[src/rtl/matmul_stream_sequencer.sv]
// matmul_stream_sequencer
//   Job controller for the matrix-multiplier AXI-stream input port. A start
//   pulse launches a job: a ready-qualified warm-up, then a matrix packet
//   (header + mat_len words) and a vector packet (header + vec_len words),
//   payload taken from the upstream source stream. The job stays busy until
//   the accelerator result stream delivers its TLAST, then pulses done.
//
// Ports
//   clk, reset                 clock (rising edge), async active-high reset
//   start, mat_len, vec_len    job request and per-packet payload word counts
//   busy, done, err_last       job status; err_last is sticky until next start
//   s_axis_*                   payload source stream (TLAST checked only)
//   input_r_*_0                packet stream towards the accelerator
//   output_r_*_0               accelerator result stream, monitored only
module matmul_stream_sequencer #(
  parameter int          DATA_W      = 32,
  parameter int          LEN_W       = 14,
  parameter logic [7:0]  HDR_TAG     = 8'hFF,
  parameter int          START_DELAY = 20000
) (
  input  logic              clk,
  input  logic              reset,
  input  logic              start,
  input  logic [LEN_W-1:0]  mat_len,
  input  logic [LEN_W-1:0]  vec_len,
  output logic              busy,
  output logic              done,
  output logic              err_last,
  input  logic [DATA_W-1:0] s_axis_TDATA,
  input  logic              s_axis_TVALID,
  input  logic              s_axis_TLAST,
  output logic              s_axis_TREADY,
  output logic [DATA_W-1:0] input_r_TDATA_0,
  output logic              input_r_TVALID_0,
  output logic              input_r_TLAST_0,
  input  logic              input_r_TREADY_0,
  input  logic              output_r_TVALID_0,
  input  logic              output_r_TREADY_0,
  input  logic              output_r_TLAST_0
);

  localparam int WARM_W = (START_DELAY > 1) ? $clog2(START_DELAY + 1) : 1;
  localparam logic [WARM_W-1:0] DELAY_C = WARM_W'(START_DELAY);

  typedef enum logic [2:0] {
    IDLE, WARM, HDR_A, PAY_A, HDR_B, PAY_B, WAIT_RES
  } state_t;

  state_t              state_q, state_d;
  logic [WARM_W-1:0]   warm_cnt;
  logic [LEN_W-1:0]    word_cnt;
  logic [LEN_W-1:0]    mat_len_q, vec_len_q;
  logic                busy_q, done_q, err_q;

  // Output register stage
  logic                vld_p0, last_p0;
  logic [DATA_W-1:0]   data_p0;

  logic                load_en, cnt_last;
  logic [LEN_W-1:0]    cur_len;
  logic                ld, ld_last, src_rdy, beat, start_acc, done_d;
  logic [DATA_W-1:0]   ld_data;

  // Header carries the payload byte count in its low 16 bits.
  function automatic logic [DATA_W-1:0] make_hdr(input logic [LEN_W-1:0] len);
    logic [15:0] byte_cnt;
    byte_cnt = 16'(len) << 2;
    return DATA_W'({HDR_TAG, 8'h00, byte_cnt});
  endfunction

  // The output register can take a new word whenever it is empty or draining.
  assign load_en  = !vld_p0 || input_r_TREADY_0;
  assign cur_len  = (state_q == PAY_A) ? mat_len_q : vec_len_q;
  assign cnt_last = (word_cnt == cur_len - LEN_W'(1));

  always_ff @(posedge clk or posedge reset) begin
    if (reset) state_q <= IDLE;
    else       state_q <= state_d;
  end

  always_comb begin
    state_d   = state_q;
    ld        = 1'b0;
    ld_data   = '0;
    ld_last   = 1'b0;
    src_rdy   = 1'b0;
    beat      = 1'b0;
    start_acc = 1'b0;
    done_d    = 1'b0;
    case (state_q)
      IDLE: begin
        if (start) begin
          start_acc = 1'b1;
          state_d   = WARM;
        end
      end
      WARM: begin
        // Leave on the cycle whose ready beat brings the count to the target,
        // so the warm-up lasts exactly START_DELAY ready-high cycles.
        if (warm_cnt == DELAY_C ||
            (input_r_TREADY_0 && (warm_cnt + WARM_W'(1)) == DELAY_C))
          state_d = HDR_A;
      end
      HDR_A, HDR_B: begin
        if (load_en) begin
          ld      = 1'b1;
          ld_data = make_hdr((state_q == HDR_A) ? mat_len_q : vec_len_q);
          ld_last = ((state_q == HDR_A) ? mat_len_q : vec_len_q) == '0;
          if (state_q == HDR_A) state_d = ld_last ? HDR_B : PAY_A;
          else                  state_d = ld_last ? WAIT_RES : PAY_B;
        end
      end
      PAY_A, PAY_B: begin
        src_rdy = load_en;
        if (load_en && s_axis_TVALID) begin
          ld      = 1'b1;
          beat    = 1'b1;
          ld_data = s_axis_TDATA;
          ld_last = cnt_last;
          if (cnt_last) state_d = (state_q == PAY_A) ? HDR_B : WAIT_RES;
        end
      end
      WAIT_RES: begin
        // Results only count once the final input beat has left the register.
        if (!vld_p0 && output_r_TVALID_0 && output_r_TREADY_0 && output_r_TLAST_0) begin
          done_d  = 1'b1;
          state_d = IDLE;
        end
      end
      default: state_d = IDLE;
    endcase
  end

  always_ff @(posedge clk or posedge reset) begin
    if (reset) begin
      warm_cnt  <= '0;
      word_cnt  <= '0;
      mat_len_q <= '0;
      vec_len_q <= '0;
      busy_q    <= 1'b0;
      done_q    <= 1'b0;
      err_q     <= 1'b0;
      vld_p0    <= 1'b0;
      last_p0   <= 1'b0;
      data_p0   <= '0;
    end else begin
      done_q <= done_d;
      if (start_acc) begin
        busy_q    <= 1'b1;
        err_q     <= 1'b0;
        mat_len_q <= mat_len;
        vec_len_q <= vec_len;
        warm_cnt  <= '0;
        word_cnt  <= '0;
      end
      if (done_d) busy_q <= 1'b0;
      if (state_q == WARM && input_r_TREADY_0) warm_cnt <= warm_cnt + WARM_W'(1);
      if (beat) begin
        word_cnt <= cnt_last ? '0 : word_cnt + LEN_W'(1);
        if (s_axis_TLAST != cnt_last) err_q <= 1'b1;
      end
      if (load_en) vld_p0 <= ld;
      if (ld) begin
        data_p0 <= ld_data;
        last_p0 <= ld_last;
      end
    end
  end

  assign busy             = busy_q;
  assign done             = done_q;
  assign err_last         = err_q;
  assign s_axis_TREADY    = src_rdy;
  assign input_r_TDATA_0  = data_p0;
  assign input_r_TVALID_0 = vld_p0;
  assign input_r_TLAST_0  = last_p0;

endmodule

[config.mk]
export PLATFORM = sky130hd
export DESIGN_NAME = matmul_stream_sequencer
export DESIGN_NICKNAME = d
export VERILOG_FILES = /design/src/rtl/matmul_stream_sequencer.sv
export SDC_FILE = /design/constraint.sdc
export NUM_CORES = 1
export LEC_CHECK = 0
export CORE_AREA = 2 2 108 110
export DETAILED_ROUTE_END_ITERATION = 8
export DIE_AREA = 0 0 110 112
export GPL_TIMING_DRIVEN = 0
export PLACE_DENSITY = 0.77
export SETUP_SLACK_MARGIN = 0.1
export SYNTH_ARGS = -nofsm -noshare
export SYNTH_HDL_FRONTEND = slang
export SYNTH_SLANG_ARGS = --single-unit
[constraint.sdc]
create_clock -name clk -period 3.7 [get_ports clk]
set_input_delay 0.74 -clock clk [delete_from_list [all_inputs] [get_ports clk]]
set_output_delay 0.74 -clock clk [all_outputs]
set_load 0.01 [all_outputs]
==> flow_metrics.env, run 1 <==
export IMPL_slew_headroom_pct=53.2
export IMPL_cts_tree="built"
export IMPL_core_area_um2=11200
export IMPL_gp_congestion=0.973
export IMPL_synth_seq_cells=97
export IMPL_cts_buffers=9
export IMPL_htreeDepth=3
export IMPL_ys_top_cells_by_area="dfrtp_1, nand2_1, mux2i_1"
export IMPL_grt_pass1_vias=4803
export IMPL_dr_pass1_iters=5
export IMPL_wl_met3_mm=1.21
export IMPL_crit_path_end_kind="flop"
export IMPL_ant_nets=0
export IMPL_fp_row_count=39
export IMPL_r2r_end="word_cnt[13]"
export IMPL_power_per_cell_area_nw_per_um2=755
export IMPL_hp_start="input_r_TDATA_0[30]"
export IMPL_route_top_layer_used="met4"
export IMPL_multi_input_area_um2=2920
export IMPL_n_antenna_cell=0
export IMPL_drive_above_1_share_pct=5.98
export IMPL_wl_met2_mm=6.86
export IMPL_synthMostInstantiatedCell="nand2_1"
export IMPL_synthDominantCellAreaShare_pct=44.2
export IMPL_r2r_cells=15
export IMPL_synthTopCellsByCount="nand2_1, dfrtp_1, nor2_1"
export IMPL_setup_viol=0
export IMPL_io_pins=107
export IMPL_grt_overflow=0
export IMPL_min_path_cells=2
export IMPL_dieWidth_um=110
export IMPL_drc_errors=0
export IMPL_cts_setup_buffers=0
export IMPL_area_delta_synth_final_pct=29.3
export IMPL_fmax_mhz=290
export IMPL_tns_ns=0
export IMPL_seqCellArea_um2=2430
export IMPL_hold_end="input_r_TDATA_0[30]"
export IMPL_finalHoldViolCount=0
export IMPL_slew_violations=0
export IMPL_max_clock_path_buffers=2
export IMPL_fp_dieH_um=112
export IMPL_nFillCells=958
export IMPL_dr_first_iter_drc_count=436
export IMPL_ys_flop_type="dfrtp_1"
export IMPL_grt_usage_pct=25.5
export IMPL_initial_core_util_pct=49.1
export IMPL_fin_area_um2=7090
export IMPL_cts_hold_buf=0
export IMPL_critPathLaunchType="flop"
export IMPL_regToRegStartpoint="state_q[1]"
export IMPL_antenna_found_initial=0
export IMPL_reg2reg_slack_ns=0.25
export IMPL_post_dp_cell_area_um2=6770
export IMPL_detail_route_wl_per_cell_um=17.0
export IMPL_ys_types=60
export IMPL_rsz0062_at_grt="no"
export IMPL_power_leakage_nw=3.05
export IMPL_vias=5142
export IMPL_arrival_ns=3.69
export IMPL_critPathMaxFanout=10
export IMPL_synth_edf_count=0
export IMPL_wl_met1_mm=6.87
export IMPL_critPathRequiredTime_ns=3.94
export IMPL_grt_max_degree=50
export IMPL_io_buffers=106
export IMPL_insertion_delay_ns=0.36
export IMPL_fin_skew_ns=0.00799
export IMPL_vdd_ir_drop_max_v=0.000400
export IMPL_finalNetCount=822
export IMPL_post_route_min_period_ns=3.45
export IMPL_cts_sinks=97
export IMPL_drt_wl_total_mm=15.2
export IMPL_synthCells=629
export IMPL_clk_pin_slew_ns=0.07
export IMPL_critPathKind="reg2reg"
export IMPL_tightestPinTransition_ns=0.695
export IMPL_dp_hpwl_mm=11.6
export IMPL_hp_class="reg2reg"
export IMPL_grt_first_pass_wirelength_mm=24.3
export IMPL_synthesis_area_um2=5490
export IMPL_synth_area_per_cell_um2=8.72
export IMPL_ys_warn_count=0
export IMPL_finalCritPeriodShare_pct=93.4
export IMPL_die_area_um2=12300
export IMPL_yosysTopAreaCell="dfrtp_1"
export IMPL_vias_per_cell=5.74
export IMPL_synth_nets=703
export IMPL_drv_cap=0
export IMPL_synthArstFlopShare_pct=100
export IMPL_ys_seq_area_share_pct=44.2
export IMPL_root_buffer="clkbuf_16"
export IMPL_status="complete, no violations"
final cells by class:
cell class                      instances  area share (%)
Multi-Input combinational cell        490            41.2
Inverter                                6           0.353
Clock buffer                            9            3.17
Clock inverter                          7           0.723
Sequential cell                        97            34.2
Tap cell                              143            2.52
Timing Repair Buffer                  108            15.4
Buffer                                 36            2.38
through the flow:
| stage | power, mW | instances | hold slack [ns] | util [%] | setup WS [ns] |
|---|---|---|---|---|---|
| floorplan | 3.41 | 629 | 0.466 | - | 0.426 |
| global placement | 4.30 | 878 | 0.477 | 60.2 | -0.983 |
| detailed placement | 4.38 | 880 | 0.487 | 60.6 | -0.0930 |
| CTS | 5.29 | 896 | 0.502 | 63.2 | 0.117 |
| global route | 5.72 | 896 | 0.530 | 63.5 | 0.0811 |
| finish | 5.36 | 896 | 0.505 | 63.5 | 0.246 |
worst max-delay path, cell delays in order, from the launching register on:
cell,delay (ns)
dfrtp_1,0.32
buf_2,0.17
and3b_2,0.25
buf_6,0.17
mux2i_4,0.27
ha_1,0.18
clkbuf_4,0.19
nor3b_2,0.18
mux2i_1,0.13
a221oi_2,0.24
nand2_1,0.09
a211o_1,0.37
o21ai_4,0.22
buf_4,0.21
nor2_1,0.06
a221o_1,0.26
kinds of logic after synthesis:
group                      count (synthesis)  share of synthesized area, %
AOI/OAI and AO/OA                        105                          13.6
xor gates and xnor gates                  29                          4.63
adders and majority gates                  5                          1.14
buffers and inverters                     42                          3.42
DFF                                       97                          44.2
muxes                                     34                          6.27
and+or+nand+nor                          317                          26.7
state kept, by name, indices dropped and copies added (netlist names):
signal	count
word_cnt	14
busy	1
state_q	3
warm_cnt	15
input_r_TDATA_0	32
vec_len_q	14
done	1
input_r_TLAST_0	1
err_last	1
input_r_TVALID_0	1
mat_len_q	14
placed cells by master (no fill, tap or decap), types with 5 or more instances in the layout:
master           instances
nor2b_1                  8
clkbuf_1                26
a31oi_1                  5
and3_1                  10
o21ai_0                 35
o31ai_1                  5
inv_1                    5
nand3_1                 26
clkdlybuf4s50_1        106
xor2_1                   9
nand2_1                158
clkbuf_16                9
nor3_1                  18
a221o_1                 19
nand4_1                 11
nand2b_1                 5
xnor2_1                 20
ha_1                     5
a21oi_1                 10
dfrtp_1                 97
o22ai_1                  6
nor2_1                  49
mux2i_1                 30
layer usage:
layer	up-vias	GRT usage, %
met4	0	7.51
li1	2457	-
met3	27	4.33
met2	225	39.7
met1	2433	36.3
met5	-	0
report_power, final:
part | internal [mW] | switching (mW) | leakage [nW] | total (mW)
logic | 1.25 | 1.40 | 1.68 | 2.65
registers | 1.43 | 0.392 | 1.24 | 1.82
clock network | 0.460 | 0.425 | 0.133 | 0.885
total | 3.14 | 2.21 | 3.05 | 5.36
how the worst max path moves through the flow:
stage / slack [ns] / depth (start not counted) / to / start
after floorplan: 0.43 / 1 / busy / reset
after global placement: -0.98 / 2 / mat_len_q[13] / reset
after detailed placement: -0.09 / 14 / word_cnt[7] / state_q[1]
after CTS: 0.12 / 15 / word_cnt[13] / state_q[1]
after global routing: 0.08 / 15 / word_cnt[13] / state_q[1]
final: 0.25 / 15 / word_cnt[13] / state_q[1]
what timing repair did:
| action | in CTS | in global routing |
|---|---|---|
| endpoints found under the setup margin | 10 | 15 |
| pin swaps | 0 | 2 |
| cloned | 0 | 0 |
| gates resized for setup | 3 | 8 |
Note: power is estimated with default switching activity, not from simulation.
==> inputs of run 2 (changes only) <==
- SLEW_MARGIN: default -> 15
==> results of run 2 <==
Same layout as run 1: the final DEF is identical, and so are final timing and power.
==> inputs of run 3 (changes only) <==
- CORE_AREA: 2 2 108 110 -> 2 2 114 116
- DIE_AREA: 0 0 110 112 -> 0 0 116 118
- PLACE_DENSITY: 0.77 -> 0.7
==> run 3 against run 2 <==
  * Critical path depth grew 1
  * Via count down 0.51%
  * Non-clock buffer count is 2 higher
  * Critical path type unchanged
  * Largest cell class unchanged
==> flow_metrics.env, run 3 (synthesized netlist as in run 1, its figures left out) <==
export IMPL_fp_row_count=41
export IMPL_io_pins=107
export IMPL_wl_met3_mm=1.04
export IMPL_cpPeakStageDelay_ns=0.38
export IMPL_hp_class="reg2reg"
export IMPL_multi_input_area_um2=2920
export IMPL_antenna_found_initial=0
export IMPL_wl_met1_mm=6.95
export IMPL_vias_per_cell=5.52
export IMPL_dr_first_iter_drc_count=371
export IMPL_power_leakage_nw=3.08
export IMPL_setup_viol=0
export IMPL_slew_headroom_pct=53.3
export IMPL_initial_core_util_pct=44.2
export IMPL_dr_pass1_iters=5
export IMPL_drv_cap=0
export IMPL_grt_usage_pct=23.5
export IMPL_max_clock_path_buffers=2
export IMPL_cp_cell_sequence="buf_2, and3b_2, buf_6, mux2i_4, ha_1, clkbuf_2, nor3b_2, mux2i_1, a32oi_1, nor2b_1, o21ai_0, a211o_1, o21ai_4, buf_6, nor2_1, a221o_1"
export IMPL_ant_nets=0
export IMPL_detail_route_wl_per_cell_um=17.0
export IMPL_area_delta_synth_final_pct=31.0
export IMPL_nFillCells=1159
export IMPL_finalCritPeriodShare_pct=92.3
export IMPL_clk_pin_slew_ns=0.07
export IMPL_crit_top_cell="buf_6"
export IMPL_critPathLaunchType="flop"
export IMPL_post_route_min_period_ns=3.42
export IMPL_htreeDepth=3
export IMPL_route_top_layer_used="met4"
export IMPL_insertion_delay_ns=0.35
export IMPL_largest_reg_flops=32
export IMPL_vias=5116
export IMPL_crit_path_end_kind="flop"
export IMPL_cts_buffers=9
export IMPL_tightestPinTransition_ns=0.694
export IMPL_dp_hpwl_mm=12.0
export IMPL_grt_first_pass_wirelength_mm=25.2
export IMPL_cp_slowest_cell="a211o_1"
export IMPL_drt_wl_total_mm=15.8
export IMPL_slew_violations=0
export IMPL_rsz0062_at_grt="yes"
export IMPL_vdd_ir_drop_max_v=0.000337
export IMPL_drive_above_1_share_pct=5.96
export IMPL_drc_errors=0
export IMPL_cts_tree="built"
export IMPL_fin_ws_ns=0.285
export IMPL_fmax_mhz=293
export IMPL_root_buffer="clkbuf_16"
export IMPL_grt_overflow=0
export IMPL_grt_max_degree=52
export IMPL_gp_congestion=0.885
export IMPL_preCtsSetupSlack_ns=-0.00782
export IMPL_cts_sinks=97
export IMPL_critPathRequiredTime_ns=3.93
export IMPL_core_area_um2=12400
export IMPL_die_area_um2=13700
export IMPL_fp_dieH_um=118
export IMPL_critPathMaxFanout=10
export IMPL_finalHoldViolCount=0
export IMPL_arrival_ns=3.65
export IMPL_finalNetCount=824
export IMPL_fin_skew_ns=0.00793
export IMPL_power_per_cell_area_nw_per_um2=762
export IMPL_tns_ns=0
export IMPL_layout_common_cells="nand2_1, clkdlybuf4s50_1, dfrtp_1"
export IMPL_layout_commonest_cell="nand2_1"
export IMPL_grt_pass1_vias=4992
export IMPL_n_antenna_cell=0
export IMPL_critPathKind="reg2reg"
export IMPL_wl_met2_mm=7.55
export IMPL_dieWidth_um=116
export IMPL_seqCellArea_um2=2430
export IMPL_io_buffers=106
export IMPL_status="complete, no violations"
run 3: cell types whose count changed in the layout (fill, tap and decap cells not counted):
cell	delta
inv_6	-2
clkbuf_1	+1
inv_4	-1
buf_4	+1
clkinv_4	+2
a221oi_1	+1
clkbuf_2	+1
clkinv_2	-2
clkbuf_4	-1
buf_6	+1
a221oi_2	-1
bufinv_16	+2
run 3: worst paths after layout:
kind,depth (start not counted),start,end,slack [ns]
max reg2reg,16,state_q[1],word_cnt[5],0.28
max,16,state_q[1],word_cnt[5],0.28
min,2,input_r_TDATA_0[28],input_r_TDATA_0[28],0.50
min in group asynchronous,2,reset,input_r_TDATA_0[25],0.79
min reg2reg,2,input_r_TDATA_0[28],input_r_TDATA_0[28],0.50
max in group asynchronous,3,reset,word_cnt[7],2.32
run 3: timing repair:
action,4_1_cts,5_1_grt
hold buffers,0,0
buffers inserted,0,2
pin swaps,0,2
endpoints found under the setup margin,8,14
gates resized for setup,2,7
run 3: metal layers:
| layer | up-vias | global-route usage (%) |
|---|---|---|
| met4 | 0 | 6.25 |
| met3 | 18 | 4.99 |
| li1 | 2457 | - |
| met1 | 2448 | 31.4 |
| met2 | 193 | 38.6 |
| met5 | - | 0 |
run 3: area by class of cell:
cell class,instances,area share [%]
multi-input cells,490,40.6
flip-flops and latches,97,33.8
repair buffers,110,15.5
clock buffers,10,3.19
well taps,172,2.99
plain buffers,36,2.37
clock inverters,6,1.29
inverters,6,0.383
run 3: power breakdown:
part	switching, mW	internal, mW	leakage, nW
logic	1.38	1.25	1.69
registers	0.411	1.43	1.24
clock network	0.414	0.595	0.149
run 3: critical path, delay by kind of cell, from the launching register on:
| kind | cells | cell delay, ns |
|---|---|---|
| fa+ha+maj | 1 | 0.20 |
| flops | 1 | 0.36 |
| mux | 2 | 0.42 |
| buf+inv | 4 | 0.67 |
| simple gates | 4 | 0.59 |
| compound gates | 5 | 1.04 |
run 3: metrics by stage:
stage                     cell area, um^2  hold WS, ns  instances  util, %  power [mW]
after detailed placement             6810        0.481        909     54.9        4.41
after floorplan                      5490        0.466        629        -        3.41
final                                7190        0.497        927     57.9        5.48
after global placement               6760        0.476        907     54.5        4.33
after CTS                            7140        0.499        925     57.5        5.45
after global routing                 7190        0.525        927     57.9        5.87
